===== config.mk =====
export PLATFORM = sky130hd
export DESIGN_NAME = vid_gen
export DESIGN_NICKNAME = d
export VERILOG_FILES = /design/src/rtl/vid_gen.sv
export SDC_FILE = /design/constraint.sdc
export NUM_CORES = 1
export LEC_CHECK = 0
export CAP_MARGIN = 20
export CORE_ASPECT_RATIO = 1.5
export CORE_MARGIN = 2
export CORE_UTILIZATION = 49
export DETAILED_ROUTE_END_ITERATION = 6
export GPL_TIMING_DRIVEN = 0
export PLACE_DENSITY = 0.73
export SLEW_MARGIN = 20
export SYNTH_ARGS = -nofsm -noshare
export SYNTH_HDL_FRONTEND = slang
export SYNTH_SLANG_ARGS = --single-unit

===== constraint.sdc =====
create_clock -name clk -period 5.95 [get_ports clk]
set_clock_uncertainty 0.05 [all_clocks]
set_input_delay 0.8925 -clock clk [delete_from_list [all_inputs] [get_ports clk]]
set_output_delay 0.8925 -clock clk [all_outputs]
set_load 0.01 [all_outputs]

===== src/rtl/vid_gen.sv =====
// Atom display path: 640x480@60 VGA timing with mode 4 / mode 3 graphics
// rendered as a 512x384 picture centred in a black border.
module vid_gen (
   input  logic        clk,
   input  logic        reset,
   input  logic        gm,
   input  logic        css,
   output logic [12:0] vid_addr,
   input  logic [7:0]  vid_data,
   output logic [3:0]  vga_r,
   output logic [3:0]  vga_g,
   output logic [3:0]  vga_b,
   output logic        vga_hs,
   output logic        vga_vs,
   output logic        vga_de,
   output logic        fs_n
);

   localparam logic [9:0] H_LAST    = 10'd799;
   localparam logic [9:0] H_VIS     = 10'd640;
   localparam logic [9:0] H_SYNC_S  = 10'd656;
   localparam logic [9:0] H_SYNC_E  = 10'd752;
   localparam logic [9:0] V_LAST    = 10'd524;
   localparam logic [9:0] V_VIS     = 10'd480;
   localparam logic [9:0] V_SYNC_S  = 10'd490;
   localparam logic [9:0] V_SYNC_E  = 10'd492;
   localparam logic [9:0] WIN_X0    = 10'd64;
   localparam logic [9:0] WIN_X1    = 10'd576;
   localparam logic [9:0] WIN_Y0    = 10'd48;
   localparam logic [9:0] WIN_Y1    = 10'd432;
   // Fetch runs 8 clocks ahead of the picture so each byte is on vid_data
   // well before its load slot, one clock ahead of the first pixel render.
   localparam logic [9:0] FETCH_X0  = 10'd56;
   localparam logic [9:0] FETCH_X1  = 10'd568;
   localparam logic [9:0] LOAD_X0   = 10'd65;
   localparam logic [9:0] LOAD_X1   = 10'd562;
   localparam logic [9:0] RENDER_X0 = 10'd66;

   logic [9:0]  h;
   logic [9:0]  v;
   logic        gm_line;
   logic        css_line;

   logic        v_in_win;
   logic        fetch_en;
   logic        load_en;
   logic        shift_en;
   logic [7:0]  src_line;
   logic [4:0]  byte_col;
   logic [3:0]  load_ph;
   logic [1:0]  pix_ph;

   logic        de_s1, hs_s1, vs_s1, fs_s1, win_s1;
   logic        de_s2, hs_s2, vs_s2, fs_s2, win_s2;
   logic [7:0]  shreg;
   logic [11:0] pix_rgb;

   always_ff @(posedge clk) begin
      if (reset) begin
         h <= '0;
         v <= '0;
      end else if (h == H_LAST) begin
         h <= '0;
         v <= (v == V_LAST) ? 10'd0 : v + 10'd1;
      end else begin
         h <= h + 10'd1;
      end
   end

   always_ff @(posedge clk) begin
      if (reset) begin
         gm_line  <= 1'b0;
         css_line <= 1'b0;
      end else if (h == 10'd0) begin
         gm_line  <= gm;
         css_line <= css;
      end
   end

   assign v_in_win = (v >= WIN_Y0) && (v < WIN_Y1);
   assign src_line = 8'((v - WIN_Y0) >> 1);
   assign byte_col = 5'((h - FETCH_X0) >> 4);
   assign load_ph  = 4'(h - LOAD_X0);
   assign pix_ph   = 2'(h - RENDER_X0);

   assign fetch_en = v_in_win && (h >= FETCH_X0) && (h < FETCH_X1);
   assign load_en  = v_in_win && (h >= LOAD_X0) && (h < LOAD_X1) && (load_ph == 4'd0);
   assign shift_en = gm_line ? (pix_ph == 2'b11) : pix_ph[0];

   always_ff @(posedge clk) begin
      if (reset) begin
         vid_addr <= '0;
      end else if (fetch_en) begin
         vid_addr <= {src_line, byte_col};
      end
   end

   // Stage 1: timing decode of the counter position.
   always_ff @(posedge clk) begin
      if (reset) begin
         de_s1  <= 1'b0;
         hs_s1  <= 1'b1;
         vs_s1  <= 1'b1;
         fs_s1  <= 1'b1;
         win_s1 <= 1'b0;
      end else begin
         de_s1  <= (h < H_VIS) && (v < V_VIS);
         hs_s1  <= !((h >= H_SYNC_S) && (h < H_SYNC_E));
         vs_s1  <= !((v >= V_SYNC_S) && (v < V_SYNC_E));
         fs_s1  <= (v < WIN_Y1);
         win_s1 <= (h >= WIN_X0) && (h < WIN_X1) && v_in_win;
      end
   end

   // Stage 2: delay to line up with the shift register contents.
   always_ff @(posedge clk) begin
      if (reset) begin
         de_s2  <= 1'b0;
         hs_s2  <= 1'b1;
         vs_s2  <= 1'b1;
         fs_s2  <= 1'b1;
         win_s2 <= 1'b0;
      end else begin
         de_s2  <= de_s1;
         hs_s2  <= hs_s1;
         vs_s2  <= vs_s1;
         fs_s2  <= fs_s1;
         win_s2 <= win_s1;
      end
   end

   always_ff @(posedge clk) begin
      if (reset) begin
         shreg <= '0;
      end else if (load_en) begin
         shreg <= vid_data;
      end else if (shift_en) begin
         shreg <= gm_line ? {shreg[5:0], 2'b00} : {shreg[6:0], 1'b0};
      end
   end

   always_comb begin
      pix_rgb = 12'h000;
      if (!gm_line) begin
         if (shreg[7]) begin
            pix_rgb = css_line ? 12'hFFF : 12'h0F0;
         end
      end else begin
         case ({css_line, shreg[7:6]})
            3'b000:  pix_rgb = 12'h0F0;
            3'b001:  pix_rgb = 12'hFF0;
            3'b010:  pix_rgb = 12'h00F;
            3'b011:  pix_rgb = 12'hF00;
            3'b100:  pix_rgb = 12'hFFF;
            3'b101:  pix_rgb = 12'h0FF;
            3'b110:  pix_rgb = 12'hF0F;
            default: pix_rgb = 12'hF80;
         endcase
      end
   end

   always_ff @(posedge clk) begin
      if (reset) begin
         vga_r  <= '0;
         vga_g  <= '0;
         vga_b  <= '0;
         vga_de <= 1'b0;
         vga_hs <= 1'b1;
         vga_vs <= 1'b1;
         fs_n   <= 1'b1;
      end else begin
         vga_r  <= win_s2 ? pix_rgb[11:8] : 4'h0;
         vga_g  <= win_s2 ? pix_rgb[7:4]  : 4'h0;
         vga_b  <= win_s2 ? pix_rgb[3:0]  : 4'h0;
         vga_de <= de_s2;
         vga_hs <= hs_s2;
         vga_vs <= vs_s2;
         fs_n   <= fs_s2;
      end
   end

endmodule

==> results of run 1 <==
-- per-stage QoR --
stage | setup slack (ps) | area [um2] | cells
global route | 3540 | 3612 | 458
detailed placement | 3770 | 3436 | 442
finish | 3662 | 3612 | 458
global placement | 3820 | 3436 | 442
floorplan | 4040 | 2955 | 331
CTS | 3637 | 3612 | 458
-- cell type report --
type / count / area, um2
Clock buffer: 10 / 137.6
Fill cell: 552 / 2216
Sequential cell: 61 / 1221
Multi-Input combinational cell: 228 / 1515
Tap cell: 72 / 90.09
Buffer: 30 / 173.9
Clock inverter: 6 / 38.79
Timing Repair Buffer: 39 / 390.4
Inverter: 12 / 45.04
-- sequential cells by signal, indices dropped and copies added (netlist names), 2 cells and up --
name      flops
v            10
vga_g         2
vid_addr     13
shreg         8
h            10
-- worst max-delay path: cells and delay by family, from the launching register on --
kind                   cells  cell delay [ps]
DFF                        1              370
buffers and inverters      2              640
-- power by group through the flow --
stage,Combinational (mW),Sequential [mW],Clock [mW]
2_1_floorplan,0.0398,0.432,0
3_3_place_gp,0.0549,0.434,0
5_1_grt,0.0626,0.426,0.346
3_5_place_dp,0.0559,0.434,0
4_1_cts,0.0562,0.425,0.330
6_report,0.0556,0.425,0.324
-- worst paths after layout --
kind         cells after the start        to  startpoint  slack [ps]
max                              2  vga_r[3]    vga_r[2]        3660
min reg2reg                      1     fs_s2       fs_s1         360
min                              1     fs_s2       fs_s1         360
max reg2reg                      7  shreg[5]        h[0]        3780
-- cell families (layout without fill, tap and decap cells) --
family          count (synthesis)  in the layout  share of synthesized area, %
compound gates                 44             44                         9.949
xor+xnor                       22             22                         6.520
fa+ha+maj                      11             11                         4.657
buf+inv                        42             97                         7.409
flops                          61             61                         41.32
mux                            19             19                         6.435
simple gates                  132            132                         23.71
-- routing by layer --
metal | up-vias | wire, um
li1 | 1234 | -
met1 | 1133 | 2517
met3 | 8 | 245
met4 | 0 | 110
met2 | 68 | 3174
met5 | - | 0
-- placed cells by master (no fill, tap or decap), types with 8 or more instances in the layout --
cell type and count:
a21oi_1 16, buf_4 8, clkbuf_1 13, clkbuf_8 10, clkdlybuf4s50_1 39, dfxtp_1 61
ha_1 11, inv_1 12, mux2i_1 19, nand2_1 20, nand3_1 14, nor2_1 40
nor3_1 8, o21ai_0 9, or2_2 8, xnor2_1 10, xor2_1 12
==> summary.md, run 1 <==
| Metric | Value |
|---|---|
| Syn_nets | `354` |
| RSZ-0062 raised after global routing | `false` |
| Via density per instance | `5.334` |
| Port bufs | `39` |
| Crit end category | `output pin` |
| Sequential fraction of design power | `52.8%` |
| Leading area contributor after synthesis | `dfxtp_1` |
| CTS resizes | `0` |
| CP Class | `reg -> out` |
| H-tree depth | `3` |
| Clock power frac | `40.3%` |
| Async SR Flop Fraction | `0%` |
| Largest net degree at the start of global routing | `12` |
| Clock-pin transition on the worst setup and hold timing paths | `70 ps` |
| Clk Latency, worst-skew pair | `340 ps` |
| Hold WS | `356.9 ps` |
| Synth top area share | `41.32%` |
| Pwr Total | `804.8 uW` |
| Net switching power figure | `200.9 uW` |
| Max Cap Violations | `0` |
| Final worst path period share | `38.46%` |
| Worst EP required | `5010 ps` |
| Seq/Total Area, Yosys | `41.32%` |
| Number of post-CTS setup repair buffers | `0` |
| First-pass DRT Iterations | `4` |
| Die extent in x | `67.41 um` |
| Vias in the first global route | `2358` |
| CP startpoint kind | `flip-flop` |
| Total GRT Usage | `20.10%` |
| Final hold vios | `0` |
| Yosys warning total | `0` |
| CTS Hold Bufs | `0` |
| Combinational share of power | `6.9%` |
| Core area | `5828 um2` |
| Yosys cell types | `45` |
| Post-route DRC | `0` |
| Switching share of power | `24.97%` |
| Crit-path cells | `buf_4 > clkdlybuf4s50_1` |
| Num ports | `41` |
| Slowest CP cell | `clkdlybuf4s50_1` |
| Gr ovfl total | `0` |
| Antenna cells | `0` |
| FF+latch count, synth | `61` |
| Critical path fanouts, max | `4` |
| CTS Buf Count | `9` |
| Initial DRC count | `85` |
| Max Clock Freq | `437.0 MHz` |
| M2 GR Usage | `34.96%` |
| Setup TNS Final | `0 ps` |
| Met1 usage | `22.46%` |
| Static leakage | `1.455 nW` |
| Final Critical Period | `2289 ps` |
| Synth top cells by count | `61 x dfxtp_1, 40 x nor2_1, 20 x nand2_1, 19 x mux2i_1, 16 x a21oi_1` |
| Total wire length | `6047 um` |
| Sink Count | `61` |
| Placer Congestion | `0.8505` |
| Max stage delay on crit path | `520 ps` |
| DP Wirelength | `4409 um` |
| Worst-case clock buffer depth | `2` |
| Via count | `2443` |
| Busiest grt layer | `met2` |
| Internal power | `603.8 uW` |
| Post-synth EDFFs | `0` |
| CTS tree | `yes` |
| Antenna violations before repair | `0` |
| Status | `finished, final reports clean` |
| Avg Synthesized Cell Area | `8.929 um2` |
| Initial core utilization | `50.71%` |
| Area Growth Syn to Fin | `22.23%` |
| Arrival @ worst endpoint | `1350 ps` |
| Area of the die | `6681 um2` |
| Most frequent cell after synthesis | `dfxtp_1` |
| Area of the mapped netlist | `2955 um2` |
| Routed Antenna Nets | `0` |
| Layout Utilization | `61.98%` |
| Worst Tran Pin Value | `612.4 ps` |
| Worst vdd ir | `0.1875 mV` |
| M3 GR Usage | `3.846%` |
| Floorplan die height | `99.12 um` |
| First-pass GRT wire length | `10210 um` |
| WL per Instance | `13.20 um` |
| Pwr dens | `222.8 nW/um2` |
| Final Setup Violations | `0` |
| HP Class | `reg -> reg` |
| Synth top area cells | `dfxtp_1 41%, mux2i_1 6.4%, nor2_1 5.1%` |
| Std cell rows | `34` |
| Slew headroom | `58.60%` |
| Slew Viols, Final | `0` |
| Share of cells above drive strength 1 | `12.44%` |
| Nets | `404` |
| Post-Synthesis Cells | `331` |
| Post-synth top flop | `dfxtp_1` |
| Clock root cell | `clkbuf_8` |
No activity file was read; power rests on OpenSTA's default activity.
==> run 2: changes to the inputs <==
--- a/config.mk
+++ b/config.mk
@@ -11,7 +11,7 @@
 export CORE_UTILIZATION = 49
 export DETAILED_ROUTE_END_ITERATION = 6
 export GPL_TIMING_DRIVEN = 0
-export PLACE_DENSITY = 0.73
+export PLACE_DENSITY = 0.76
 export SLEW_MARGIN = 20
 export SYNTH_ARGS = -nofsm -noshare
 export SYNTH_HDL_FRONTEND = slang
==> constraint.sdc (replaced) <==
create_clock -name clk -period 1.9 [get_ports clk]
set_clock_uncertainty 0.05 [all_clocks]
set_input_delay 0.285 -clock clk [delete_from_list [all_inputs] [get_ports clk]]
set_output_delay 0.285 -clock clk [all_outputs]
set_load 0.01 [all_outputs]
==> summary.md, run 2 (synthesis results as in run 1) <==
| Metric | Value |
|---|---|
| Max Clock Freq | `529.9 MHz` |
| Die extent in x | `67.41 um (unchanged)` |
| CP Class | `reg -> reg` |
| H-tree depth | `3 (unchanged)` |
| Commonest non-fill, non-tap cell in the layout | `dfxtp_1` |
| Status | `finished, final reports clean` |
| Initial DRC count | `132 (+55%)` |
| Crit end category | `flip-flop` |
| CTS Hold Bufs | `0 (unchanged)` |
| Pwr dens | `712.4 nW/um2 (+220%)` |
| HP Class | `in -> reg` |
| Top reg by flops | `vid_addr` |
| Clock root cell | `clkbuf_8` |
| Routed Antenna Nets | `0 (unchanged)` |
| Biggest regs | `vid_addr x13, h x10, v x10` |
| First-pass GRT wire length | `11010 um (+7.8%)` |
| Placed insts | `442 (unchanged)` |
| Setup TNS Final | `0 ps (unchanged)` |
| Via count | `2520 (+3.2%)` |
| Worst vdd ir | `0.5564 mV (+200%)` |
| Slew headroom | `58.58% (about the same)` |
| CP startpoint kind | `flip-flop` |
| Nets | `410 (+1.5%)` |
| Layout Utilization | `66.64% (+4.7 points)` |
| Final hold vios | `0 (unchanged)` |
| Area of the die | `6681 um2 (unchanged)` |
| Critical path fanouts, max | `6 (+2)` |
| Post-route DRC | `0 (unchanged)` |
| Sink Count | `61 (unchanged)` |
| Static leakage | `1.558 nW (+7.0%)` |
| Gr ovfl total | `0 (unchanged)` |
| Area Growth Syn to Fin | `31.41%` |
| Worst EP required | `2060 ps (-2950 ps)` |
| Core area | `5828 um2 (unchanged)` |
| Vias in the first global route | `2475 (+5.0%)` |
| Dpl cell area | `3441 um2 (+0.15%)` |
| Arrival @ worst endpoint | `2050 ps (+700 ps)` |
| Largest net degree at the start of global routing | `11 (-1)` |
| Num ports | `41 (unchanged)` |
| Slew Viols, Final | `0 (unchanged)` |
| Hold path cells | `2 (+1)` |
| WL per Instance | `14.02 um (+6.2%)` |
| CTS tree | `yes` |
| Design Area, Final | `3884 um2 (+7.5%)` |
| Total wire length | `6504 um (+7.6%)` |
| Worst Tran Pin Value | `621.2 ps (+8.864 ps)` |
| R2r worst-path depth | `7 (unchanged)` |
| Std cell rows | `34 (unchanged)` |
| Via density per instance | `5.431 (+1.8%)` |
| Final Setup Violations | `0 (unchanged)` |
| Largest register FFs | `13 (unchanged)` |
| First-pass DRT Iterations | `5 (+1)` |
| RSZ-0062 raised after global routing | `true` |
| Floorplan die height | `99.12 um (unchanged)` |
| Clk Latency, worst-skew pair | `350 ps (about the same)` |
| Final std cells w/o fill | `464 (+1.3%)` |
| Share of cells above drive strength 1 | `20.41% (+8.0 points)` |
| Port bufs | `39 (unchanged)` |
| Filler cells | `469 (-15%)` |
| Worst-case clock buffer depth | `2 (unchanged)` |
| CTS Buf Count | `9 (unchanged)` |
| Max Cap Violations | `0 (unchanged)` |
| Initial core utilization | `50.71% (unchanged)` |
| Clock-pin transition on the worst setup and hold timing paths | `60 ps (about the same)` |
| DP Wirelength | `4361 um (-1.1%)` |
| Most frequent cells in the layout | `58 x dfxtp_1, 40 x nor2_1, 39 x clkdlybuf4s50_1, 19 x nand2_1, 19 x mux2i_1` |
| Pwr Total | `2.767 mW (+240%)` |
| Antenna cells | `0 (unchanged)` |
| Antenna violations before repair | `0 (unchanged)` |
| Total GRT Usage | `21.53% (+1.4 points)` |
| Final Critical Period | `1887 ps` |
| Final worst path period share | `99.33%` |
| Placer Congestion | `0.8629 (+1.5%)` |
## run 2: cell count changes in the layout (fill, tap and decap cells not counted), sizes merged
cell      before  now
clkbuf        23   22
bufinv         0    2
clkinv         4    3
buf           17   25
clkinvlp       2    0
## run 2: what timing repair did
| item | 4_1_cts | 5_1_grt |
|---|---|---|
| buffers inserted | 3 | 5 |
| setup endpoints to repair | 37 | 35 |
| gates cloned | 0 | 1 |
| pin swaps | 6 | 5 |
| resized for setup | 23 | 17 |
## run 2: through the flow
stage,hold WS [ps],worst slack (ps)
floorplan,339.5,5.823
global placement,342.4,-246.4
detailed placement,345.4,-263.8
CTS,336.0,3.974
global route,370.1,-27.22
finish,331.4,12.71
## run 2: metal layers
layer | track usage, % | up-vias | wire length [um]
met5 | 0 | - | 0
met4 | 12.87 | 0 | 193
met3 | 3.733 | 16 | 211
met2 | 35.64 | 58 | 3349
met1 | 25.34 | 1196 | 2749
li1 | - | 1250 | -
## run 2: cell type report
cell class / count / area, um2 / area share [%]
Tap cell: 72 / 90.09 / 2.320
Sequential cell: 61 / 1230 / 31.67
Timing Repair Buffer: 48 / 475.5 / 12.24
Clock inverter: 5 / 75.07 / 1.933
Buffer: 27 / 172.7 / 4.446
Multi-Input combinational cell: 228 / 1664 / 42.85
Inverter: 12 / 45.04 / 1.160
Clock buffer: 11 / 131.4 / 3.383
## run 2: final timing paths
path               from     endpoint  slack [ps]
setup / recovery   h[8]  vid_addr[4]          10
hold / removal    reset       vga_de         330
hold reg to reg   hs_s2       vga_hs         360
setup reg to reg   h[8]  vid_addr[4]          10
## run 2: report_power, final
group          total, mW  switching (mW)  internal (mW)
clock network       1.22           0.492          0.732
registers           1.34          0.0299           1.31
logic              0.207           0.107          0.101
total               2.77           0.629           2.14
## run 2: worst max-delay path: stages (launching register included)
cell and delay [ps]:
dfxtp_1 310, buf_6 120, or3_4 380, or3_4 390
nand3_4 110, clkbuf_16 160, mux2i_1 170, nor2_1 50
